**src/rtl/mb_pipe_mul.sv**
```systemverilog
// Pipelined radix-4 modified-Booth multiplier with a registered carry-save (sum, carry) result.
// Define MB_FINAL_CPA_EN to add a third stage that also registers product = sum + carry.
module mb_pipe_mul #(
    parameter int unsigned WIDTH = 8
) (
    input  logic               CLK,
    input  logic               RST,
    input  logic               in_valid,
    output logic               in_ready,
    input  logic [WIDTH-1:0]   mx,
    input  logic [WIDTH-1:0]   my,
    input  logic               tc,
    output logic [WIDTH-1:0]   mx_reg,
    output logic [WIDTH-1:0]   my_reg,
    output logic               out_valid,
    input  logic               out_ready,
    output logic [2*WIDTH-1:0] sum,
    output logic [2*WIDTH-1:0] carry
`ifdef MB_FINAL_CPA_EN
    ,
    output logic [2*WIDTH-1:0] product
`endif
);

    localparam int unsigned PW   = 2 * WIDTH;
    localparam int unsigned NPP  = WIDTH / 2 + 1;
    localparam int unsigned XW   = WIDTH + 2;
    localparam int unsigned NROW = NPP + 2;

    // Sum of -2^(XW-1) * 4^i over all rows: compensates the inverted partial-product sign bits.
    function automatic logic [PW-1:0] sign_const();
        logic [PW-1:0] k;
        k = '0;
        for (int i = 0; i < NPP; i++) begin
            k = k - ({{(PW-1){1'b0}}, 1'b1} << (XW - 1 + 2 * i));
        end
        return k;
    endfunction

    localparam logic [PW-1:0] SignConst = sign_const();

    logic             s1_en, s2_en;
    logic             s1_valid_q, tc_q;
    logic [WIDTH-1:0] mx_q, my_q;
    logic             s2_valid_q;
    logic [PW-1:0]    sum2_q, carry2_q;

    // Stage S1: operand registers.
    always_ff @(posedge CLK or negedge RST) begin
        if (!RST) begin
            s1_valid_q <= 1'b0;
            tc_q       <= 1'b0;
            mx_q       <= '0;
            my_q       <= '0;
        end else if (s1_en) begin
            s1_valid_q <= in_valid;
            if (in_valid) begin
                tc_q <= tc;
                mx_q <= mx;
                my_q <= my;
            end
        end
    end

    logic [WIDTH+2:0] y_ext;
    logic [XW-1:0]    x1, x2, pp;
    logic [2:0]       trip;
    logic             neg;
    logic [PW-1:0]    row_tmp, neg_row, cs_s, cs_c, cs_t;
    logic [PW-1:0]    rows [NROW];

    always_comb begin
        // Bit 0 is the implicit y[-1] = 0, so triplet i sits at y_ext[2i+2:2i].
        y_ext   = {{2{tc_q & my_q[WIDTH-1]}}, my_q, 1'b0};
        x1      = {{2{tc_q & mx_q[WIDTH-1]}}, mx_q};
        x2      = {x1[XW-2:0], 1'b0};
        trip    = '0;
        pp      = '0;
        neg     = 1'b0;
        row_tmp = '0;
        neg_row = '0;
        for (int i = 0; i < NPP; i++) begin
            trip = y_ext[2*i +: 3];
            case (trip)
                3'b001, 3'b010: pp = x1;
                3'b011:         pp = x2;
                3'b100:         pp = ~x2;
                3'b101, 3'b110: pp = ~x1;
                default:        pp = '0;
            endcase
            neg          = trip[2] & ~(trip[1] & trip[0]);
            row_tmp      = '0;
            row_tmp[XW-1:0] = {~pp[XW-1], pp[XW-2:0]};
            rows[i]      = row_tmp << (2 * i);
            neg_row[2*i] = neg;
        end
        rows[NPP]   = neg_row;
        rows[NPP+1] = SignConst;

        // 3:2 carry-save reduction of all rows down to one sum/carry pair.
        cs_s = rows[0];
        cs_c = rows[1];
        cs_t = '0;
        for (int j = 2; j < NROW; j++) begin
            cs_t = cs_s ^ cs_c ^ rows[j];
            cs_c = ((cs_s & cs_c) | (cs_s & rows[j]) | (cs_c & rows[j])) << 1;
            cs_s = cs_t;
        end
    end

    // Stage S2: carry-save result registers.
    always_ff @(posedge CLK or negedge RST) begin
        if (!RST) begin
            s2_valid_q <= 1'b0;
            sum2_q     <= '0;
            carry2_q   <= '0;
        end else if (s2_en) begin
            s2_valid_q <= s1_valid_q;
            if (s1_valid_q) begin
                sum2_q   <= cs_s;
                carry2_q <= cs_c;
            end
        end
    end

`ifdef MB_FINAL_CPA_EN
    logic          s3_en, s3_valid_q;
    logic [PW-1:0] sum3_q, carry3_q, prod_q;

    // Stage S3: resolved product plus aligned copies of the carry-save pair.
    always_ff @(posedge CLK or negedge RST) begin
        if (!RST) begin
            s3_valid_q <= 1'b0;
            sum3_q     <= '0;
            carry3_q   <= '0;
            prod_q     <= '0;
        end else if (s3_en) begin
            s3_valid_q <= s2_valid_q;
            if (s2_valid_q) begin
                sum3_q   <= sum2_q;
                carry3_q <= carry2_q;
                prod_q   <= sum2_q + carry2_q;
            end
        end
    end

    assign s3_en     = !s3_valid_q || out_ready;
    assign s2_en     = !s2_valid_q || s3_en;
    assign out_valid = s3_valid_q;
    assign sum       = sum3_q;
    assign carry     = carry3_q;
    assign product   = prod_q;
`else
    assign s2_en     = !s2_valid_q || out_ready;
    assign out_valid = s2_valid_q;
    assign sum       = sum2_q;
    assign carry     = carry2_q;
`endif

    assign s1_en    = !s1_valid_q || s2_en;
    assign in_ready = s1_en;
    assign mx_reg   = mx_q;
    assign my_reg   = my_q;

endmodule
```
**config.mk**
```make
export PLATFORM = sky130hd
export DESIGN_NAME = mb_pipe_mul
export DESIGN_NICKNAME = d
export VERILOG_FILES = /design/src/rtl/mb_pipe_mul.sv
export SDC_FILE = /design/constraint.sdc
export NUM_CORES = 1
export LEC_CHECK = 0
export BUFFER_PORTS_ARGS = -buffer_cell sky130_fd_sc_hd__buf_2
export CAP_MARGIN = 20
export CORE_MARGIN = 10
export CORE_UTILIZATION = 41
export DETAILED_ROUTE_END_ITERATION = 10
export PLACE_DENSITY = 0.76
export SLEW_MARGIN = 10
export SYNTH_ARGS = -nofsm -noshare
export SYNTH_HDL_FRONTEND = slang
export SYNTH_SLANG_ARGS = --single-unit
```
**constraint.sdc**
```tcl
create_clock -name CLK -period 3.7 [get_ports CLK]
set_clock_uncertainty 0.2 [all_clocks]
set_input_delay 0 -clock CLK [delete_from_list [all_inputs] [get_ports CLK]]
set_output_delay 0 -clock CLK [all_outputs]
set_load 0.05 [all_outputs]
```
==> impl_metrics.toml, run 1 <==
[critical_path]
start_kind = "flop"
cp-end-kind = "flop"
ff2ff_path_depth = 15
worstReg2RegEnd = "sum[6]"
worstSetupPathType = "reg2reg"
cp_slowest_cell = "fa_2"
critPathRequiredTime_ps = 3710
slowest_delay_ps = 520
crit_start = "my_reg[3]"
critPathArrivalTime_ps = 3950
r2r_slack_ps = -250
timing.rr.start = "my_reg[3]"
cp_max_fo = 7
path_cells = "buf_6 -> buf_6 -> buf_8 -> xnor2_2 -> nor2_1 -> a211oi_2 -> fa_1 -> inv_1 -> fa_1 -> ha_1 -> inv_2 -> fa_2 -> inv_2 -> ha_4 -> mux2_4"

[logic_synthesis]
ys_ff_latch = 47
yosysSeqAreaShare = 0.297
synthesis.area_um2 = 3960
ys_types = 43
avgSynthCellArea_um2 = 9.83
yosys_warnings = 0
syn_inst = 403
async_flop_share = 1.00
synth-edff-count = 0
synth_flop_cell = "dfrtp_1"

[drt]
first_pass_iters = 4
wl_per_cell_um = 16.1
antenna_left = 0
via_per_inst = 5.04
drc = 0
drt_first_iter_violations = 161
vias = 3309
drt-total-wl_um = 10600

[cells_and_area]
fillers = 786
antennaDiodeCount = 0
area_delta_synth_final_pct = 35.5
postLayoutCellArea_um2 = 5360
largest_reg_flops = 16
final_net_count = 604
stdcell_count = 656
drive_gt1_frac = 0.427

[sta]
finalCritPeriodShare = 1.07
max_freq_mhz = 253
setup_ws_ps = -248
setup_tns_ps = -1230
slew_viol_final = 0
layout_min_cycle_time_ps = 3950
finalSetupViolations = 10
worst_pin_slew_ps = 741
slew-limit-headroom = 0.504
final_hold_viol_count = 0
rsz0062_at_grt = "true"

[floorplan]
dieWidth_um = 118
pin_count = 71
rows = 35
core_um2 = 9330
dieArea_um2 = 14000
initial_core_util = 0.425
fp.dieH_um = 118

[place]
dp_hpwl_um = 7950
port_buffers = 66
dp_cells = 619
gp_congestion = 0.988
place_ws_ps = -375
place_area_um2 = 4750

[cts]
clkTransAtPathRegs_ps = 100
cts_tree = "yes"
cts_sinks = 47
cts_max_path_buffers = 2
htree_levels = 2
cts_buffers = 5
clkLatencyLatePin_ps = 310
cts_root_buffer = "clkbuf_8"

[power]
p_per_area_nw_per_um2 = 853
totalPowerFinal_mw = 4.58
irDropWorstVdd_uv = 417
p_leak_nw = 2.59

[global_routing]
grt_pass1_vias = 3521
antenna_found_initial = 0
track_usage = 0.146
grt_overflow = 0
grt_max_degree = 48
grt_first_pass_wirelength_um = 17100

[status]
status = "finished with violations"
violations = "setup timing"

[worst_hold_path]
hp-start = "mx[2]"
hp-class = "in2reg"
min_path_cells = 3
min_to = "mx_reg[2]"

[run]
drv_cap = 0
## critical path, delay by kind of cell (launching register included)
kind	cells	cell delay [ps]
xor gates and xnor gates	1	140
buffers and inverters	6	590
and+or+nand+nor	1	70
AOI/OAI and AO/OA	1	190
muxes	1	260
DFF	1	510
adders and majority gates	5	1910
## cells by family (layout without fill, tap and decap cells)
family / count (synthesis) / in the layout / share of synthesized area
AO/OA/AOI/OAI: 66 / 66 / 0.107
XOR/XNOR: 36 / 36 / 0.0815
adder cells (fa/ha/maj): 57 / 57 / 0.222
buffers and inverters: 73 / 194 / 0.0850
flip-flops: 47 / 47 / 0.297
multiplexers: 37 / 37 / 0.105
other: 2 / 5 / 0.00190
AND/OR/NAND/NOR: 85 / 85 / 0.100
## Yosys cell counts, drive strengths merged (13+ instances only)
master  instances  share of area
mux2           36           0.10
xnor2          13          0.031
a21oi          16          0.020
inv            40          0.038
o21ai          20          0.026
nor2           29          0.027
buf            24          0.039
nand2          29          0.029
fa             22           0.11
dfrtp          47           0.30
xor2           23          0.051
ha             35           0.11
## power breakdown
group          leakage (nW)  internal (mW)  switching (mW)
Combinational          1.97           1.39            1.99
Clock                0.0581          0.202           0.190
Sequential            0.556          0.691           0.119
Total                  2.59           2.28            2.29
## worst max-delay path by stage
| stage | end | slack (ps) | cells after the start |
|---|---|---|---|
| after detailed placement | sum[8] | -370 | 12 |
| after global placement | sum[8] | -310 | 12 |
| after floorplan | sum[6] | -70 | 13 |
| after global routing | sum[9] | -360 | 14 |
| after CTS | sum[8] | -250 | 14 |
| final | sum[6] | -250 | 15 |
## through the flow
step,utilization,hold slack [ps]
after floorplan,-,-496
after global placement,0.509,10.7
after detailed placement,0.509,16.0
after CTS,0.556,222
after global routing,0.575,254
final,0.575,239
## placed cells by master (no fill, tap or decap), types with 3 or more instances in the layout
cell type / count
ha_1: 28
ha_4: 4
a22oi_1: 3
dlygate4sd3_1: 22
o31ai_1: 3
fa_1: 15
a21oi_1: 13
mux2_1: 20
xor2_1: 22
nand2_2: 5
inv_2: 11
buf_4: 54
clkbuf_8: 5
dfrtp_1: 35
buf_2: 66
nand2b_1: 4
nor3_1: 3
fa_2: 7
xnor2_1: 9
nor2_4: 3
inv_1: 29
a221oi_2: 5
mux2_4: 4
a21oi_2: 3
mux2_2: 12
dfrtp_2: 12
o21ai_2: 3
ha_2: 3
conb_1: 5
nor2_1: 25
nor2b_1: 3
o21ai_0: 16
a211oi_2: 6
xnor2_2: 3
and2_1: 6
nand2_1: 23
## layout make-up
cell class	count	area, um2	area share
Multi-Input combinational cell	286	2740	0.510
Sequential cell	47	1190	0.222
Clock buffer	5	68.8	0.0128
Tap cell	129	161	0.0301
Clock inverter	3	43.8	0.00816
Inverter	40	150	0.0280
Timing Repair Buffer	146	1010	0.189
## metal layers
metal,vias to the layer above,GRT usage,part of all wire
met5,-,0,0
met4,0,0.0394,0.015
met3,18,0.0390,0.070
met2,107,0.259,0.52
met1,1615,0.168,0.40
li1,1569,-,-
## what timing repair did
action,CTS,global route
endpoints found under the hold margin,66,10
setup endpoints to repair,9,17
pin swaps,16,7
gates resized for setup,23,40
hold buffers,21,1
setup buffers,5,1
Note: power is estimated with default switching activity, not from simulation.
==> run 2: changes to the inputs <==
- RECOVER_POWER: default -> 100
==> run 2 against run 1 <==
  * The flow finishes with violations (capacitance limit, slew limit, setup timing)
  * Clock power about the same
  * Sequential share of layout area up 0.34 points
  * Power down 0.95%
  * Fmax about the same
  * Via count down 0.51%
  * Register-to-register slack about the same
  * Core utilization down 0.86 points
  * Cell count unchanged
  * Non-clock buffer count unchanged
==> impl_metrics.toml, run 2 (synthesis results as in run 1) <==
[power]
p_per_area_nw_per_um2 = 858
clkPwrFrac = 0.086
p_int_mw = 2.24
p_leak_nw = 2.44
swShare = 0.507
switchingPower_mw = 2.30
irDropWorstVdd_uv = 405
comb_power_share = 0.734
seq_power_share = 0.179

[critical_path]
start_kind = "flop"
cp-end-kind = "flop"
critPathArrivalTime_ps = 3950
worstSetupPathType = "reg2reg"
cp_max_fo = 7
r2r_slack_ps = -250
critPathRequiredTime_ps = 3710

[sta]
setup_ws_ps = -247
worst_pin_slew_ps = 1970
finalCritPeriodShare = 1.07
max_freq_mhz = 253
setup_tns_ps = -1250
rsz0062_at_grt = "true"
slew-limit-headroom = -0.312
final_hold_viol_count = 0
layout_min_cycle_time_ps = 3950
finalSetupViolations = 10
slew_viol_final = 38

[place]
place_ws_ps = -375
gp_congestion = 0.988
port_buffers = 66
dp_hpwl_um = 7950

[status]
violations = "capacitance limit, slew limit, setup timing"
status = "finished with violations"

[global_routing]
grt_first_pass_wirelength_um = 17100
track_usage = 0.146
grt_max_degree = 48
grt_overflow = 0
antenna_found_initial = 0
grt_pass1_vias = 3521

[drt]
drc = 0
via_per_inst = 5.02
drt_first_iter_violations = 160
drt-total-wl_um = 10600
wl_per_cell_um = 16.2
vias = 3292
antenna_left = 0
first_pass_iters = 4

[floorplan]
core_um2 = 9330
pin_count = 71
initial_core_util = 0.425
rows = 35
dieArea_um2 = 14000
dieWidth_um = 118
fp.dieH_um = 118

[cells_and_area]
antennaDiodeCount = 0
layout.cells.most_common = "buf_4"
largest_reg_flops = 16
drive_gt1_frac = 0.334
layout_common_cells = "buf_4, clkbuf_1, dfrtp_1"
area_delta_synth_final_pct = 33.4
final_net_count = 604

[cts]
htree_levels = 2
cts_buffers = 5
cts_sinks = 47
clkLatencyLatePin_ps = 310
cts_tree = "yes"
cts_root_buffer = "clkbuf_8"
cts_max_path_buffers = 2
clkTransAtPathRegs_ps = 100

[worst_hold_path]
hp-class = "in2reg"

[run]
drv_cap = 1
==> run 2: area by class of cell <==
type | count | area (um2)
clock buffer | 5 | 68.8
clock inverter | 3 | 43.8
inverter | 40 | 150
sequential | 47 | 1190
timing repair buffer | 146 | 936
tap | 129 | 161
multi-input combinational | 286 | 2730
fill | 823 | 4040
==> run 2: path summary, 6_finish.rpt <==
kind | depth (start not counted) | start | end
setup / recovery | 15 | my_reg[3] | sum[6]
hold / removal | 3 | my[6] | my_reg[6]
setup reg to reg | 15 | my_reg[3] | sum[6]
hold reg to reg | 2 | carry[10] | carry[10]
max in group asynchronous | 4 | RST | mx_reg[3]
min in group asynchronous | 3 | RST | sum[14]
==> run 2: repair_timing <==
action / 4_1_cts / 5_1_grt
gates resized for setup: 23 / 40
hold buffers: 21 / 1
endpoints found under the hold margin: 66 / 10
pin swaps: 16 / 7
setup buffers: 5 / 1
gates cloned: 0 / 0
setup endpoints to repair: 9 / 17
==> run 2: power groups by stage <==
stage	clock network [mW]	logic, mW	registers [mW]
final	0.390	3.33	0.814
after global routing	0.424	3.82	0.835
after CTS	0.402	3.11	0.808
after detailed placement	0	2.98	0.818
after global placement	0	2.87	0.808
after floorplan	0	1.66	1.34
==> run 2: through the flow <==
stage	utilization	instance area [um2]	power, mW	hold slack [ps]	instances
after floorplan	-	4100	3.00	-496	406
after global placement	0.509	4750	3.68	10.7	619
after detailed placement	0.509	4750	3.80	16.0	619
after CTS	0.556	5190	4.32	222	653
after global routing	0.566	5280	5.08	254	656
final	0.566	5280	4.53	238	656
==> run 2: layer usage <==
| layer | GRT usage | routed length [um] | up-vias |
|---|---|---|---|
| li1 | - | - | 1572 |
| met1 | 0.168 | 4340 | 1594 |
| met2 | 0.259 | 5480 | 109 |
| met3 | 0.0390 | 641 | 17 |
| met4 | 0.0394 | 144 | 0 |
| met5 | 0 | 0 | - |
==> run 2: critical path, cell delays in order (launching register included) <==
cell and delay, ps:
dfrtp_2 510, buf_6 170, buf_6 120, buf_8 130, xnor2_2 140, nor2_1 70, a211oi_2 190, fa_1 460
inv_1 90, fa_1 420, ha_1 300, inv_2 40, fa_2 520, inv_2 40, ha_4 200, mux2_4 260
==> run 3: changes to the inputs <==
- BUFFER_PORTS_ARGS: -buffer_cell sky130_fd_sc_hd__buf_2 -> default
- CELL_PAD_IN_SITES_DETAIL_PLACEMENT: default -> 0
- CELL_PAD_IN_SITES_GLOBAL_PLACEMENT: default -> 2
- CORE_UTILIZATION: 41 -> 36
- DONT_BUFFER_PORTS: default -> 1
- PLACE_DENSITY: 0.76 -> 0.88
==> run 3 against run 2 <==
  * Critical path type unchanged
  * Clock power is 15% lower
  * Critical path depth shrank 3
  * Setup slack improved by 10 ps
  * Final area shrank 6.5%
  * The run still ends with capacitance limit, slew limit, setup timing left
  * Non-clock buffer count down 63
  * Combinational power down 26%
  * First-iteration DRC count shrank 38%
  * Fmax rose by 0.26%
  * Die area is 11% higher
  * Register-to-register slack about the same
==> impl_metrics.toml, run 3 (synthesis results as in run 1) <==
[sta]
max_freq_mhz = 254
finalCritPeriodShare = 1.06
finalSetupViolations = 8
setup_tns_ps = -873
layout_min_cycle_time_ps = 3940
slew_viol_final = 48
rsz0062_at_grt = "true"
setup_ws_ps = -237
worst_pin_slew_ps = 2580
final_hold_viol_count = 0
slew-limit-headroom = -0.718

[drt]
antenna_left = 0
wl_per_cell_um = 17.2
drc = 0
first_pass_iters = 4
vias = 2975
drt-total-wl_um = 10400
drt_first_iter_violations = 100
via_per_inst = 4.93

[critical_path]
start_kind = "flop"
r2r_slack_ps = -240
cp-end-kind = "flop"
cp_max_fo = 6
critPathArrivalTime_ps = 3940
critPathRequiredTime_ps = 3710
worstSetupPathType = "reg2reg"

[global_routing]
grt_overflow = 0
grt_pass1_vias = 3105
antenna_found_initial = 0
track_usage = 0.134
grt_first_pass_wirelength_um = 17000
grt_max_degree = 48

[worst_hold_path]
hp-class = "in2reg"

[cts]
cts_tree = "yes"
cts_root_buffer = "clkbuf_8"
cts_max_path_buffers = 2
htree_levels = 2
clkTransAtPathRegs_ps = 100
cts_sinks = 47
cts_buffers = 5
clkLatencyLatePin_ps = 310

[cells_and_area]
final_net_count = 541
drive_gt1_frac = 0.263
layout.cells.most_common = "buf_4"
area_delta_synth_final_pct = 24.8
largest_reg_flops = 16
antennaDiodeCount = 0
post-route-util = 0.458
layout_common_cells = "buf_4, inv_1, dfrtp_1"

[place]
gp_congestion = 0.860
dp_hpwl_um = 8210
port_buffers = 0

[run]
drv_cap = 1

[floorplan]
rows = 38
dieArea_um2 = 15600
core_um2 = 10800
initial_core_util = 0.367
fp.dieH_um = 125
pin_count = 71
dieWidth_um = 125

[status]
violations = "capacitance limit, slew limit, setup timing"
status = "finished with violations"

[power]
p_leak_nw = 2.29
p_per_area_nw_per_um2 = 826
irDropWorstVdd_uv = 635
run 3: repair_timing:
action                     in CTS  in global routing
gates resized for setup        15                 13
pin swaps                      10                  4
setup endpoints to repair      12                 16
hold buffers                   22                  0
cloned                          0                  1
setup buffers                   4                  1
hold endpoints to repair       66                  0
run 3: worst max-delay path: stages (launching register included):
cell	delay, ps
dfrtp_2	460
buf_6	140
xor2_4	190
a221oi_2	280
fa_1	470
fa_1	490
inv_1	50
fa_1	500
inv_1	60
fa_1	490
inv_2	50
ha_4	200
mux2_4	260
run 3: per-stage QoR:
stage | area, um2 | worst slack, ps | power, mW | hold WS [ps] | instances
finish | 4940 | -237 | 4.08 | 135 | 604
global route | 4940 | -388 | 4.61 | 132 | 604
CTS | 4910 | -254 | 4.19 | 39.8 | 602
detailed placement | 4480 | -416 | 3.71 | -494 | 568
global placement | 4480 | -349 | 3.66 | -494 | 568
floorplan | 4100 | -72.8 | 3.00 | -496 | 406
run 3: power breakdown:
group,total [mW],switching [mW],internal [mW]
Clock,0.330,0.193,0.136
Combinational,2.46,1.32,1.14
Sequential,1.29,0.610,0.682
run 3: per-layer routing:
layer	up-vias	GRT usage	share of wire
li1	1447	-	-
met1	1457	0.165	0.43
met2	64	0.230	0.51
met3	7	0.0328	0.053
met4	0	0.0298	0.0090
met5	-	0	0
run 3: layout make-up:
cell class                      count  area, um2
Fill cell                        1052       5850
Inverter                           40        150
Sequential cell                    47       1190
Tap cell                          140        175
Multi-Input combinational cell    286       2620
Clock buffer                        6       72.6
Clock inverter                      2       17.5
Timing Repair Buffer               83        713
run 3: worst paths after layout:
path                                  from         to  depth (start not counted)
worst max-delay path             my_reg[3]     sum[8]                         12
worst max register to register   my_reg[3]     sum[8]                         12
worst min-delay path                 my[7]  my_reg[7]                          2
max in group asynchronous              RST  mx_reg[1]                          2
worst min register to register  s1_valid_q  out_valid                          1
min in group asynchronous              RST  my_reg[0]                          2
